File: config.mk
export PLATFORM = sky130hd
export DESIGN_NAME = div_job_scheduler
export DESIGN_NICKNAME = d
export VERILOG_FILES = /design/src/rtl/div_sched_pkg.sv /design/src/rtl/div_job_scheduler.sv
export SDC_FILE = /design/constraint.sdc
export NUM_CORES = 1
export LEC_CHECK = 0
export ABC_AREA = 1
export CAP_MARGIN = 0
export CELL_PAD_IN_SITES_DETAIL_PLACEMENT = 1
export CELL_PAD_IN_SITES_GLOBAL_PLACEMENT = 1
export CORE_MARGIN = 5
export CORE_UTILIZATION = 41
export DETAILED_ROUTE_END_ITERATION = 8
export GPL_TIMING_DRIVEN = 0
export PLACE_DENSITY = 0.95
export SKIP_CTS_REPAIR_TIMING = 1
export SYNTH_ARGS = -nofsm -noshare
export SYNTH_HDL_FRONTEND = slang
export SYNTH_SLANG_ARGS = --single-unit
export TNS_END_PERCENT = 1
File: constraint.sdc
create_clock -name clk -period 4.3 [get_ports clk]
set_input_delay 0.645 -clock clk [delete_from_list [all_inputs] [get_ports clk]]
set_output_delay 0.645 -clock clk [all_outputs]
set_load 0.02 [all_outputs]
File: src/rtl/div_sched_pkg.sv
// div_sched_pkg
//   Shared definitions for div_job_scheduler: FSM state encodings, default
//   datapath widths of the ROM-fed restoring divider, and the address
//   stride between consecutive jobs (operand A at 2*i, operand B at 2*i+1).
package div_sched_pkg;

    localparam int unsigned ADDR_W_DEF  = 9;
    localparam int unsigned Q_W_DEF     = 8;
    localparam int unsigned R_W_DEF     = 9;
    localparam int unsigned ADDR_STRIDE = 2;

    // Fixed encodings so the state register matches the legacy netlist.
    localparam logic [2:0] ST_IDLE   = 3'd0;
    localparam logic [2:0] ST_LAUNCH = 3'd1;
    localparam logic [2:0] ST_WAIT   = 3'd2;
    localparam logic [2:0] ST_EMIT   = 3'd3;
    localparam logic [2:0] ST_DONE   = 3'd4;

    typedef enum logic [2:0] {
        S_IDLE   = ST_IDLE,
        S_LAUNCH = ST_LAUNCH,
        S_WAIT   = ST_WAIT,
        S_EMIT   = ST_EMIT,
        S_DONE   = ST_DONE
    } state_t;

endpackage

File: src/rtl/div_job_scheduler.sv
// div_job_scheduler
//   Runs a batch of divide jobs through a single restoring divider. Each job
//   presents an operand address pair, restarts the divider through div_rst,
//   waits for div_finished (or a timeout) and offers the result on a
//   valid/ready stream.
//
// Ports
//   clk, rst          : clock (rising edge), asynchronous active-high reset
//   start             : batch request, sampled only when idle
//   base_addr         : address of job 0 operand A (sampled with start)
//   job_count         : number of jobs in the batch (sampled with start)
//   div_rst           : divider reset; high while idle, launching or emitting
//   div_addr_a/b      : operand addresses for the current job
//   div_quotient      : divider quotient
//   div_remainder     : divider remainder
//   div_finished      : divider done flag
//   res_valid/ready   : result handshake
//   res_quotient      : captured quotient (0 on timeout)
//   res_remainder     : captured remainder (0 on timeout)
//   res_index         : 0-based job number of the result
//   res_timeout       : job was abandoned after TIMEOUT wait cycles
//   busy              : batch in progress
//   done              : one-cycle pulse at batch end
module div_job_scheduler
    import div_sched_pkg::*;
#(
    parameter int unsigned ADDR_W     = ADDR_W_DEF,
    parameter int unsigned Q_W        = Q_W_DEF,
    parameter int unsigned R_W        = R_W_DEF,
    parameter int unsigned RST_CYCLES = 2,
    parameter int unsigned TIMEOUT    = 255
) (
    input  logic              clk,
    input  logic              rst,
    input  logic              start,
    input  logic [ADDR_W-1:0] base_addr,
    input  logic [7:0]        job_count,
    output logic              div_rst,
    output logic [ADDR_W-1:0] div_addr_a,
    output logic [ADDR_W-1:0] div_addr_b,
    input  logic [Q_W-1:0]    div_quotient,
    input  logic [R_W-1:0]    div_remainder,
    input  logic              div_finished,
    output logic              res_valid,
    input  logic              res_ready,
    output logic [Q_W-1:0]    res_quotient,
    output logic [R_W-1:0]    res_remainder,
    output logic [7:0]        res_index,
    output logic              res_timeout,
    output logic              busy,
    output logic              done
);

    localparam int unsigned SUM_W = ADDR_W + 9;

    state_t            state;
    logic [ADDR_W-1:0] base_q;
    logic [7:0]        count_q;
    logic [7:0]        index_q;
    logic [7:0]        rst_cnt;
    logic [7:0]        wait_cnt;

    // Operand address of job idx: base + stride*idx (+1 for operand B),
    // wrapping modulo 2^ADDR_W.
    function automatic logic [ADDR_W-1:0] job_addr(
        input logic [ADDR_W-1:0] b,
        input logic [7:0]        idx,
        input logic              odd
    );
        logic [SUM_W-1:0] sum;
        sum = SUM_W'(b) + SUM_W'(ADDR_STRIDE) * SUM_W'(idx) + SUM_W'(odd);
        return sum[ADDR_W-1:0];
    endfunction

    // The job index register doubles as the result index: it only advances
    // after the result has been transferred.
    assign res_index = index_q;

    always_ff @(posedge clk or posedge rst) begin
        if (rst) begin
            state         <= S_IDLE;
            base_q        <= '0;
            count_q       <= '0;
            index_q       <= '0;
            rst_cnt       <= '0;
            wait_cnt      <= '0;
            div_rst       <= 1'b1;
            div_addr_a    <= '0;
            div_addr_b    <= '0;
            res_valid     <= 1'b0;
            res_quotient  <= '0;
            res_remainder <= '0;
            res_timeout   <= 1'b0;
            busy          <= 1'b0;
            done          <= 1'b0;
        end else begin
            case (state)
                S_IDLE: begin
                    div_rst <= 1'b1;
                    done    <= 1'b0;
                    if (start) begin
                        base_q  <= base_addr;
                        count_q <= job_count;
                        index_q <= '0;
                        busy    <= 1'b1;
                        if (job_count == 8'd0) begin
                            state <= S_DONE;
                            done  <= 1'b1;
                        end else begin
                            state      <= S_LAUNCH;
                            rst_cnt    <= '0;
                            div_addr_a <= job_addr(base_addr, 8'd0, 1'b0);
                            div_addr_b <= job_addr(base_addr, 8'd0, 1'b1);
                        end
                    end
                end

                S_LAUNCH: begin
                    // div_rst stays high for exactly RST_CYCLES cycles here.
                    if (rst_cnt == 8'(RST_CYCLES - 1)) begin
                        state    <= S_WAIT;
                        div_rst  <= 1'b0;
                        wait_cnt <= '0;
                    end else begin
                        rst_cnt <= rst_cnt + 8'd1;
                    end
                end

                S_WAIT: begin
                    // A finish on the timeout cycle still counts as a result.
                    if (div_finished) begin
                        res_quotient  <= div_quotient;
                        res_remainder <= div_remainder;
                        res_timeout   <= 1'b0;
                        res_valid     <= 1'b1;
                        div_rst       <= 1'b1;
                        state         <= S_EMIT;
                    end else if (wait_cnt == 8'(TIMEOUT - 1)) begin
                        res_quotient  <= '0;
                        res_remainder <= '0;
                        res_timeout   <= 1'b1;
                        res_valid     <= 1'b1;
                        div_rst       <= 1'b1;
                        state         <= S_EMIT;
                    end else begin
                        wait_cnt <= wait_cnt + 8'd1;
                    end
                end

                S_EMIT: begin
                    if (res_ready) begin
                        res_valid <= 1'b0;
                        if (index_q + 8'd1 == count_q) begin
                            state <= S_DONE;
                            done  <= 1'b1;
                        end else begin
                            index_q    <= index_q + 8'd1;
                            rst_cnt    <= '0;
                            div_addr_a <= job_addr(base_q, index_q + 8'd1, 1'b0);
                            div_addr_b <= job_addr(base_q, index_q + 8'd1, 1'b1);
                            state      <= S_LAUNCH;
                        end
                    end
                end

                S_DONE: begin
                    done  <= 1'b0;
                    busy  <= 1'b0;
                    state <= S_IDLE;
                end

                default: begin
                    state   <= S_IDLE;
                    div_rst <= 1'b1;
                    busy    <= 1'b0;
                    done    <= 1'b0;
                end
            endcase
        end
    end

endmodule

# Word level (Yosys, flattened, before mapping)
# Index checks and enable logic that the tools add are counted.
# totals
register_bits	84
input_bits	39
out_inout_bits	48
elab_cells	112
# classes
add_sub_neg	6
eq_ne	17
mux	50
n_bitwise	3
n_reduce_logical	21
# ops
op	count
$mux 8	13
$mux 9	10
$pmux 9 s2	2
$pmux 8 s2	2
$add 8x1->8 const B	3
$pmux 8 s3	1
$mux 3	7
$add 9x1->9 const B	2
$ne 2x2->1 const B	9
$pmux 3 s4	1
$reduce_and 4->1	3
$mux 1	10
$add 9x9->9	1
$reduce_and 3->1	3
$eq 8x1->1 const B	1
$eq 8x8->1	1
$eq 8x8->1 const B	1
$logic_not 8->1	1
$reduce_bool 2->1	4
$eq 3x2->1 const B	2
$pmux 1 s3	2
$reduce_and 2->1	3
$reduce_and 6->1	1
$reduce_and 5->1	1
other kinds (9)	13

# Depth between registers and ports, before layout
# logic_depth
ltp_word	6
depth_mapped	21
mapped_depth_nobuf	21

# Worst setup path after synthesis
# No wires, ideal clock.
# synth_timing
path_type	reg-to-reg
from	register index_q[0], in the netlist res_index[0]
to	register div_addr_b[8]
setup_ps	116
arrival_ps	2451
required_ps	4184
setup_slack_ps	1732
path_stages_with_launch	18
n_path_buf	0
period_less_slack_ps	2568
cell_sequence	dfrtp_1 ha_1 or2_2 nand2_1 inv_1 ha_1 a21oi_1 nand2_1 nand2_1 nand2_1 nand2_1 nand3_1 nor2_1 nand3_1 nand2_1 nand2_1 nand2_1 nand2_1
# synth_via
elab_chain_cells	6
elab_cells_between_ends	9
cone_classes	add/sub: 3; eq/ne: 2; mux: 3; reduce/logical: 1
# synth_lines
element	line	source
start, declared	div_job_scheduler.sv:59	logic [7:0] index_q;
start signal, assigned	div_job_scheduler.sv:157	index_q <= index_q + 8'd1;
$add 8x1->8 (*)	div_job_scheduler.sv:153, div_job_scheduler.sv:160	
$add 9x9->9	div_job_scheduler.sv:71	sum = SUM_W'(b) + SUM_W'(ADDR_STRIDE) * SUM_W'(idx) + SUM_W'(odd);
$add 9x1->9	div_job_scheduler.sv:71	
$mux 9	div_job_scheduler.sv:153	if (index_q + 8'd1 == count_q) begin
$mux 9	div_job_scheduler.sv:151	if (res_ready) begin
$pmux 9 s2	div_job_scheduler.sv:97	case (state)
end signal, assigned	div_job_scheduler.sv:113	div_addr_b <= job_addr(base_addr, 8'd0, 1'b1);
end signal, assigned	div_job_scheduler.sv:160	div_addr_b <= job_addr(base_q, index_q + 8'd1, 1'b1);
end, declared	div_job_scheduler.sv:40	output logic [ADDR_W-1:0] div_addr_b,
# Every way passes the cells marked *; elsewhere a longest branch is shown, timed or not. The select of a mux whose other input is x is not followed.
# A chain may end at the register's enable or synchronous reset.

# Final worst setup path
# layout_timing
from	register index_q[0], in the netlist res_index[0]
to	register div_addr_b[7]
# The elaborated chain is that of the path after synthesis.

==> impl_summary.md <==
Floorplanning
The number of cell rows is 38. The top-level port count is 87. The die is about 120 microns wide.

The initial utilization of the core area, before any placement, comes to a little over two fifths. The area inside the core boundary is about 11,000 sq um. The area of the die is about 13,000 sq um.

The die is 115.7 microns tall.

Setup path
The maximum fanout along the worst path is 8. Measured in cells, the most critical reg-to-reg path has a length of 19. The startpoint of the worst register-to-register path is res_index[0]. Counting stages on the worst path, the most repeated cell is sky130_fd_sc_hd__nand2_1. The critical path endpoint category is a register. In this run the critical register-to-register path is captured at div_addr_b[7]. The critical path goes through ha_1, or2_2, nand2_1, inv_1, ha_1, a21oi_1, nand2_1, nand2_1, nand2_1, nand2_1, nand2_1, inv_1, nand2_1, nor2_1, nand2_1, nand2_1, nand2_1, nand2_1, nand2_1.

By startpoint and endpoint, the worst setup path is classified as register to register. The delay of the slowest cell on the worst path is between 0.4 and 0.5 ns. The slowest library cell on the worst path is sky130_fd_sc_hd__dfrtp_1. Data arrives at the worst endpoint at between 3 and 4 ns.

The worst path required time is 4.57 ns. The worst setup path is launched from a register. The critical path starts at res_index[0]. The capture point of the worst path is div_addr_b[7].

The setup check on the worst reg-to-reg path leaves a slack of between 1 and 1.5 ns.

Yosys
After synthesis, flip-flops and latches occupy between 40% and 50% of the total area. The netlist uses 35 different library cells. For this run, the number of Yosys warnings is 0. The number of synthesized register bits is 84. Summing the areas of all and, or, nand and nor instances in the mapped netlist gives around 30% of the synthesized area. Summing the areas of all compound-gate instances in the mapped netlist gives around 11% of the synthesized area. The mux cell area share after synthesis is 0%. The xor and xnor fraction of the mapped netlist area is about 1.9%.

The adder-cell share of the synthesized area is 4.533%. After synthesis, the largest family of logic cells by area is simple AND/OR/NAND/NOR gates. Summing every instance area after synthesis gives about 4600 sq um. The synthesized area per cell is roughly 8 sq um. The number of instances in the synthesized netlist is a little under 600. Synthesis produced a netlist with a net count of around 640.

Clock network
Clock-pin slew was measured on the worst setup and hold paths at around 0.10 ns. The root buffer selected by CTS is sky130_fd_sc_hd__clkbuf_8. The maximum buffer depth of the clock tree is 2.

The source-to-sink clock delay at the later pin of the worst-skew pair is around 0.38 ns. TritonCTS created 9 clock buffers. TritonCTS built the clock tree.

The H-tree depth reported by CTS is 3. The number of sinks on the clock net is 84.

Power and ir drop
The worst IR drop on VDD is approximately 450 uV. The areal power density over the cells is between 700 and 800 nW/um^2. For this design the static power due to leakage is approximately 2.9 nW.

GRT
The overall fraction of global-route tracks in use is between 20% and 30%. For this run the aggregate overflow at the end of global routing stands at 0. The number of global-route vias before repair was approximately 5.0k. The first global-routing pass estimated about 25,000 microns of wire. The initial antenna violation count is 0. Entering global routing, the biggest net connects 56 pins.

Timing
The post-route worst setup slack is around 1.2 ns. The total negative setup slack is 0 ns. The tightest slew margin relative to the limit is 63.64%.

The worst clock skew on the final layout is between 0.015 and 0.02 ns. The final critical path time including I/O delays and setup is 3.103 ns. At the pin with the least slew margin, the transition time is approximately 0.54 ns. The number of pins with negative max-slew slack in the final report is 0. Hold timing on the final database bottoms out at a slack of roughly 0.5 ns. The number of setup violations in the final report is 0. Derived from the worst setup path, the maximum achievable clock frequency is 0.3222 GHz.

The number of endpoints with negative hold slack in the final report is 0. Setup repair after global routing left no endpoint under its margin. The share of the clock period used by the worst path is between 70% and 80%.

Drt
The total vias in the final route is between 4k and 5k. The post-detailed-route count of antenna-violating nets is 0. The number of search-and-repair iterations in the first detailed-routing pass is 4. The average vias per placed instance is 5.410. The detailed router finished its first iteration with approximately 190 violations. The final wirelength is 15,540 microns.

After detailed routing, the number of remaining DRC violations is 0. The wire length per cell after detailed routing is ~19 microns.

Layout
Leaving out fill and tap cells, the most frequent cells in the layout are 204 x sky130_fd_sc_hd__nand2_1, 86 x sky130_fd_sc_hd__clkdlybuf4s50_1, 83 x sky130_fd_sc_hd__dfrtp_1. The post-route netlist has under 10% of its cells at a drive strength greater than 1. The share of the core filled with cells is 53.48%.

Counting the fill cells in the layout gives 1,339. In the final design database the tool counted 740 nets. Compared with the post-synthesis result, the final layout area differs by 27.09%. The number of diodes added for antenna fixing is 0. Leaving out fill and tap cells, the most frequent cell in the layout is sky130_fd_sc_hd__nand2_1.

Flow run
Across the run, the number of max-cap violations was 0.

Placement
The worst setup slack before clock tree synthesis is 1.367 ns. The congestion estimate from routability-driven global placement came to around 0.85. The estimated wirelength of the detail-placed design is approximately 11,000 microns. The number of buffers inserted by port buffering is 86.

Outcome
The flow ran to the end, and the final reports show no timing, DRC or antenna violations.

Min path
The tightest min-delay check is of the register to register type.
[where the power goes]
group | leakage, nW | total (mW) | internal, mW | switching, mW
clock network | 0.0872 | 0.546 | 0.216 | 0.330
registers | 1.07 | 1.33 | 1.09 | 0.236
logic | 1.72 | 2.25 | 0.838 | 1.41
total | 2.87 | 4.12 | 2.15 | 1.98
[synthesized netlist by cell type (all sizes together)]
library cell	number	share of area (%)
dfstp	1	0.57
o21ai	42	4.9
inv	69	5.7
clkinv	1	0.082
nand3b	6	0.98
nand2	211	18
a21oi	12	1.3
buf	7	1.0
a31oi	1	0.46
dfrtp	83	45
o31ai	5	0.82
or2	1	0.14
ha	15	4.1
xor2	5	0.96
fa	1	0.44
nand3	46	5.5
nand4	3	0.41
clkbuf	4	0.33
nor2	46	4.0
xnor2	5	0.96
nor3	6	0.90
a22o	17	3.2
[state kept, by name, summed over array words and instances (netlist names)]
register and cells:
div_addr_b 9, res_timeout 1, base_q 9, res_quotient 8, div_rst 1, rst_cnt 8, res_remainder 9, wait_cnt 8
state 3, div_addr_a 9, count_q 8, res_index 8, res_valid 1, busy 1, done 1
[final cells by class]
class | instances | area [sq um] | share of cell area (%)
Tap cell | 140 | 175.2 | 3.008
Multi-Input combinational cell | 422 | 2152 | 36.96
Sequential cell | 84 | 2103 | 36.12
Inverter | 70 | 267.8 | 4.598
Buffer | 11 | 61.31 | 1.053
Clock inverter | 6 | 47.55 | 0.8165
Timing Repair Buffer | 87 | 888.4 | 15.26
Clock buffer | 10 | 127.6 | 2.192
[per-layer routing]
metal / part of all wire [%] / wire length (microns) / GRT usage, %
met5: 0 / 0 / 0
met4: 3.4 / 521 / 10.29
met3: 4.1 / 639 / 4.230
met2: 52 / 8048 / 42.82
met1: 41 / 6326 / 29.05
[how the worst min path moves through the flow]
stage                     from         end  slack (ns)  cells after the start
floorplan           rst_cnt[3]  rst_cnt[3]        0.44                      2
global placement    rst_cnt[3]  rst_cnt[3]        0.46                      2
detailed placement  rst_cnt[3]  rst_cnt[3]        0.47                      2
CTS                 rst_cnt[3]  rst_cnt[3]        0.49                      2
global route         base_q[6]   base_q[6]        0.52                      2
finish              rst_cnt[3]  rst_cnt[3]        0.49                      2
[worst max-delay path, delay by kind of cell (launching register included)]
| family | cells | cell delay, ns |
|---|---|---|
| and+or+nand+nor | 14 | 1.45 |
| adders and majority gates | 2 | 0.62 |
| DFF | 1 | 0.49 |
| AOI/OAI and AO/OA | 1 | 0.26 |
| buffers and inverters | 2 | 0.16 |
[kinds of logic after synthesis]
kind of cell,after synthesis
AO/OA/AOI/OAI,77
XOR/XNOR,10
adder cells (fa/ha/maj),16
buffers and inverters,81
flip-flops,84
AND/OR/NAND/NOR,319
[through the flow]
stage	power, mW	cells	cell area [sq um]
floorplan	2.627	587	4582
finish	4.121	830	5823
CTS	4.124	830	5823
global route	4.387	830	5823
detailed placement	3.490	814	5648
global placement	3.332	813	5618
No activity file was read; power rests on OpenSTA's default activity.
